### src/rtl/hood_mode_scheduler.sv
// Range-hood mode sequencer: key arbitration, hurricane/return countdowns and runtime tracking.
// Optional cleaning reminder and clean_ack clearing are enabled by defining HOOD_REMIND_EN.
module hood_mode_scheduler #(
  parameter int TICK_DIV       = 100000000,
  parameter int HURRICANE_S    = 60,
  parameter int RETURN_S       = 60,
  parameter int CLEAN_REMIND_S = 36000
) (
  input  logic        clk,
  input  logic        rst,
  input  logic        menu_key,
  input  logic        level1_key,
  input  logic        level2_key,
  input  logic        level3_key,
  input  logic        clean_ack,
  output logic [2:0]  state,
  output logic [1:0]  fan_level,
  output logic        busy,
  output logic [7:0]  countdown,
  output logic [15:0] runtime,
  output logic        level3_used,
  output logic        remind
);

  typedef enum logic [2:0] {
    S_IDLE   = 3'd0,
    S_LVL1   = 3'd1,
    S_LVL2   = 3'd2,
    S_LVL3   = 3'd3,
    S_RETURN = 3'd4
  } mode_e;

  localparam int            PW        = $clog2(TICK_DIV);
  localparam logic [PW-1:0] TICK_LAST = PW'(TICK_DIV - 1);
  localparam logic [7:0]    HURR_CD   = 8'(HURRICANE_S);
  localparam logic [7:0]    RET_CD    = 8'(RETURN_S);

  mode_e         state_q, state_d;
  logic [7:0]    countdown_q, countdown_d;
  logic          level3Used_q, level3Used_d;
  logic [1:0]    fanLevel_q, fanLevel_d;
  logic          busy_q, busy_d;
  logic [15:0]   runtime_q, runtime_d;
  logic          remind_q, remind_d;
  logic [PW-1:0] prescale_q;
  logic          tick;

  assign tick = (prescale_q == TICK_LAST);

  // Free-running prescaler; never restarted by mode changes.
  always_ff @(posedge clk) begin
    if (rst) begin
      prescale_q <= '0;
    end else if (tick) begin
      prescale_q <= '0;
    end else begin
      prescale_q <= prescale_q + PW'(1);
    end
  end

  always_ff @(posedge clk) begin
    if (rst) begin
      state_q      <= S_IDLE;
      countdown_q  <= '0;
      level3Used_q <= 1'b0;
      fanLevel_q   <= '0;
      busy_q       <= 1'b0;
      runtime_q    <= '0;
      remind_q     <= 1'b0;
    end else begin
      state_q      <= state_d;
      countdown_q  <= countdown_d;
      level3Used_q <= level3Used_d;
      fanLevel_q   <= fanLevel_d;
      busy_q       <= busy_d;
      runtime_q    <= runtime_d;
      remind_q     <= remind_d;
    end
  end

  // Each state tests only its legal keys, highest priority first, so illegal keys never block lower ones.
  always_comb begin
    state_d      = state_q;
    countdown_d  = countdown_q;
    level3Used_d = level3Used_q;
    case (state_q)
      S_IDLE: begin
        if (level3_key && !level3Used_q) begin
          state_d      = S_LVL3;
          countdown_d  = HURR_CD;
          level3Used_d = 1'b1;
        end else if (level2_key) begin
          state_d = S_LVL2;
        end else if (level1_key) begin
          state_d = S_LVL1;
        end
      end
      S_LVL1: begin
        if (menu_key)        state_d = S_IDLE;
        else if (level2_key) state_d = S_LVL2;
      end
      S_LVL2: begin
        if (menu_key)        state_d = S_IDLE;
        else if (level1_key) state_d = S_LVL1;
      end
      S_LVL3: begin
        if (menu_key) begin
          state_d     = S_RETURN;
          countdown_d = RET_CD;
        end else if (tick) begin
          if (countdown_q == 8'd1) begin
            state_d     = S_LVL2;
            countdown_d = 8'd0;
          end else begin
            countdown_d = countdown_q - 8'd1;
          end
        end
      end
      S_RETURN: begin
        if (tick) begin
          if (countdown_q == 8'd1) begin
            state_d     = S_IDLE;
            countdown_d = 8'd0;
          end else begin
            countdown_d = countdown_q - 8'd1;
          end
        end
      end
      default: begin
        state_d     = S_IDLE;
        countdown_d = 8'd0;
      end
    endcase
  end

  always_comb begin
    fanLevel_d = 2'd0;
    case (state_d)
      S_LVL1:  fanLevel_d = 2'd1;
      S_LVL2:  fanLevel_d = 2'd2;
      S_LVL3:  fanLevel_d = 2'd3;
      default: fanLevel_d = 2'd0;
    endcase
    busy_d = (fanLevel_d != 2'd0);
  end

`ifdef HOOD_REMIND_EN
  localparam logic [31:0] REMIND_TH = 32'(CLEAN_REMIND_S);
`else
  logic unusedCfg;
  assign unusedCfg = clean_ack ^ (CLEAN_REMIND_S != 0);
`endif

  // Runtime counts seconds the fan was on during the previous cycle; a clean_ack clear beats a tick.
  always_comb begin
    runtime_d = runtime_q;
    if (tick && (fanLevel_q != 2'd0) && (runtime_q != 16'hFFFF)) begin
      runtime_d = runtime_q + 16'd1;
    end
`ifdef HOOD_REMIND_EN
    if (clean_ack) begin
      runtime_d = 16'd0;
    end
    remind_d = clean_ack ? 1'b0 : ({16'd0, runtime_q} >= REMIND_TH);
`else
    remind_d = 1'b0;
`endif
  end

  assign state       = state_q;
  assign fan_level   = fanLevel_q;
  assign busy        = busy_q;
  assign countdown   = countdown_q;
  assign runtime     = runtime_q;
  assign level3_used = level3Used_q;
  assign remind      = remind_q;

endmodule

### config.mk
export PLATFORM = sky130hd
export DESIGN_NAME = hood_mode_scheduler
export DESIGN_NICKNAME = d
export VERILOG_FILES = /design/src/rtl/hood_mode_scheduler.sv
export SDC_FILE = /design/constraint.sdc
export NUM_CORES = 1
export LEC_CHECK = 0
export BUFFER_PORTS_ARGS = -buffer_cell sky130_fd_sc_hd__buf_2
export CORE_UTILIZATION = 50
export DETAILED_ROUTE_END_ITERATION = 7
export PLACE_DENSITY_LB_ADDON = 0.2
export RECOVER_POWER = 100
export SKIP_CTS_REPAIR_TIMING = 1
export SKIP_LAST_GASP = 1
export SYNTH_ARGS = -nofsm -noshare
export SYNTH_HDL_FRONTEND = slang
export SYNTH_SLANG_ARGS = --single-unit
export TNS_END_PERCENT = 50
### constraint.sdc
create_clock -name clk -period 6.05 [get_ports clk]
set_input_delay 0.3025 -clock clk [delete_from_list [all_inputs] [get_ports clk]]
set_output_delay 0.3025 -clock clk [all_outputs]
set_load 0.05 [all_outputs]
==> results.sh <==
export IMPL_outcome="complete, no violations"
export IMPL_p_sw_share_pct=26.4
export IMPL_core_area_um2=5540
export IMPL_gp_congestion=0.804
export IMPL_ys_types=52
export IMPL_drt_iter0_drc=147
export IMPL_fin_util_pct=59.2
export IMPL_yosys_area_top_type_share_pct=40.3
export IMPL_hp_class="in -> reg"
export IMPL_rsz0062_at_grt="false"
export IMPL_pwr_share_clk_pct=45.7
export IMPL_maxSlewHeadroom_pct=45.1
export IMPL_syn_area_um2=2880
export IMPL_io_pins=39
export IMPL_die_x_um=77.9
export IMPL_timing_final_crit_share_pct=50.6
export IMPL_max_freq_mhz=326
export IMPL_setup_slack_ns=2.99
export IMPL_start_util_pct=52.1
export IMPL_ys_flop_type="dfxtp_1"
export IMPL_numClockSinks=58
export IMPL_syn_num_nets=364
export IMPL_die_area_um2=6080
export IMPL_num_vias=2603
export IMPL_yosysMostFrequentCell="nor2_1"
export IMPL_dp_slack_ns=3.13
export IMPL_netlist_top_cells_area="dfxtp_1 (40%), nor2_1 (8.3%), xnor2_1 (6.1%)"
export IMPL_synthArstFlopShare_pct=0
export IMPL_hold_viol_final=0
export IMPL_synth_edff_count=0
export IMPL_track_usage_pct=22.1
export IMPL_slowest_delay_ns=0.94
export IMPL_grt_max_degree=31
export IMPL_crit_type="reg -> reg"
export IMPL_n_fill_cell=533
export IMPL_cts_tree="yes"
export IMPL_drtAntennaViolNets=0
export IMPL_dpl_hpwl_mm=4.18
export IMPL_fin_area_um2=3280
export IMPL_firstDrtPassIters=4
export IMPL_power_frac_comb_pct=12.0
export IMPL_path_max_fanout=25
export IMPL_clk_pin_slew_ns=0.07
export IMPL_drc=0
export IMPL_powerDensity_nw_per_um2=299
export IMPL_die_y_um=77.9
export IMPL_maxCapViolations=0
export IMPL_ys_seq_area_share_pct=40.3
export IMPL_grt_pass1_wl_mm=10.6
export IMPL_cp_required_ns=6.24
export IMPL_power_leakage_nw=1.11
export IMPL_root_buffer="clkbuf_8"
export IMPL_numPortBuffers=36
export IMPL_worstMarginPinSlew_ns=0.822
export IMPL_p_int_mw=0.721
export IMPL_yosys_area_top_type="dfxtp_1"
export IMPL_diodes=0
export IMPL_cp_cell_sequence="ha_1 > and4_1 > nand4_1 > or4_1 > nand2_1 > nor2_1"
export IMPL_crit_arrival_ns=3.26
export IMPL_clock_skew_ns=0.00694
export IMPL_yosys_register_bits=58
export IMPL_pwr_share_seq_pct=42.3
export IMPL_min_period_ns=3.06
export IMPL_grt_pass1_vias=2355
export IMPL_max_clock_path_buffers=2
export IMPL_grt_antenna_before_repair=0
export IMPL_drive_gt1_share_pct=6.39
export IMPL_synth_commonest_cells="nor2_1 (64), dfxtp_1 (58), nand2_1 (21), xnor2_1 (20), nand3_1 (19)"
export IMPL_insertion_delay_ns=0.34
export IMPL_htreeDepth=3
export IMPL_yosysWarnings=0
export IMPL_power_switching_mw=0.259
export IMPL_slowest_stage="or4_1"
export IMPL_detail_route_wl_per_cell_um=13.2
export IMPL_nets=397
export IMPL_maxSlewViolCount=0
export IMPL_rows=27
export IMPL_syn_inst=353
export IMPL_start_kind="register"
export IMPL_area_delta_synth_final_pct=13.7
export IMPL_tns_ns=0
export IMPL_grt_overflow=0
export IMPL_wl_mm=6.12
export IMPL_syn_area_per_cell_um2=8.17
export IMPL_placed_area_um2=3090
export IMPL_setup_viol=0
export IMPL_vdd_ir_drop_max_mv=0.186
export IMPL_cts_buffers=9
export IMPL_vias_per_cell=5.62
export IMPL_cp_end_kind="register"
==> cell usage in the layout, fill, tap and decap left out, types with 2 or more instances in the layout <==
| cell | netlist | routed |
|---|---|---|
| nand3_1 | 19 | 19 |
| or3_1 | 8 | 8 |
| and4_1 | 2 | 3 |
| o21ai_0 | 13 | 13 |
| nor3_1 | 15 | 15 |
| o22ai_1 | 2 | 2 |
| a211oi_1 | 3 | 3 |
| inv_1 | 9 | 9 |
| a311oi_1 | 2 | 2 |
| xnor2_1 | 20 | 20 |
| nor4b_1 | 3 | 3 |
| xor2_1 | 14 | 14 |
| o31ai_1 | 3 | 3 |
| bufinv_16 | 0 | 3 |
| nor4_1 | 10 | 10 |
| clkbuf_8 | 0 | 11 |
| clkbuf_1 | 9 | 31 |
| mux2i_1 | 3 | 3 |
| nor2b_1 | 2 | 2 |
| or2_2 | 3 | 3 |
| dfxtp_1 | 58 | 58 |
| nand2_1 | 21 | 21 |
| clkinv_2 | 0 | 2 |
| a21boi_0 | 4 | 4 |
| a21o_1 | 2 | 2 |
| nor2_1 | 64 | 64 |
| a21oi_1 | 14 | 14 |
| or4_1 | 4 | 5 |
| nand4_1 | 11 | 12 |
| and3_1 | 6 | 6 |
| ha_1 | 4 | 4 |
| buf_2 | 2 | 5 |
==> area by class of cell <==
cell class / instances / area, µm² / share of cell area [%]
multi-input cells: 272 / 1600 / 48.8
flip-flops and latches: 58 / 1160 / 35.4
clock buffers: 11 / 151 / 4.62
repair buffers: 36 / 141 / 4.31
clock inverters: 5 / 100 / 3.05
well taps: 72 / 90.1 / 2.75
inverters: 9 / 33.8 / 1.03
==> logic make-up (layout without fill, tap and decap cells) <==
kind of cell	count (synthesis)	count (layout)	synth area share (%)
flops	58	58	40.3
simple gates	176	176	31.0
compound gates	54	54	12.1
other cells	1	1	0.130
buf+inv	23	61	3.47
mux	3	3	1.04
xor+xnor	34	34	10.3
fa+ha+maj	4	4	1.74
==> stage by stage <==
step / cells / hold slack (ns) / power, mW
3_3_place_gp: 447 / 0.442 / 0.542
2_1_floorplan: 353 / 0.389 / 0.515
5_1_grt: 463 / 0.266 / 1.02
3_5_place_dp: 447 / 0.478 / 0.542
4_1_cts: 463 / 0.241 / 0.992
6_report: 463 / 0.247 / 0.980
==> sequential cells by signal, indices dropped and copies added, names as in the netlist <==
name and cells:
level3_used 1, fan_level 2, state 3, runtime 16
countdown 8, busy 1, prescale_q 27
==> worst paths after layout <==
path,start,to,slack (ns),depth (start not counted)
hold / removal,level3_key,level3_used,0.25,3
hold reg to reg,prescale_q[0],prescale_q[0],0.48,1
setup reg to reg,prescale_q[0],prescale_q[20],2.99,6
setup / recovery,prescale_q[0],prescale_q[20],2.99,6
==> routing by layer <==
metal	routed length, µm	global-route usage [%]	up-vias
met1	3010	29.4	1208
met3	238	3.88	12
met2	2740	34.2	56
li1	-	-	1327
met4	132	11.3	0
met5	0	0	-
==> power by group through the flow <==
stage,clock network (mW),registers [mW],logic (mW)
floorplan,0,0.453,0.0617
global placement,0,0.422,0.120
detailed placement,0,0.422,0.120
CTS,0.457,0.414,0.121
global route,0.474,0.417,0.128
finish,0.448,0.414,0.118
==> worst max-delay path: cells and delay by family (launching register included) <==
family | cells | cell delay, ns
simple gates | 5 | 2.32
fa+ha+maj | 1 | 0.21
flops | 1 | 0.37
Note: power is estimated with default switching activity, not from simulation.
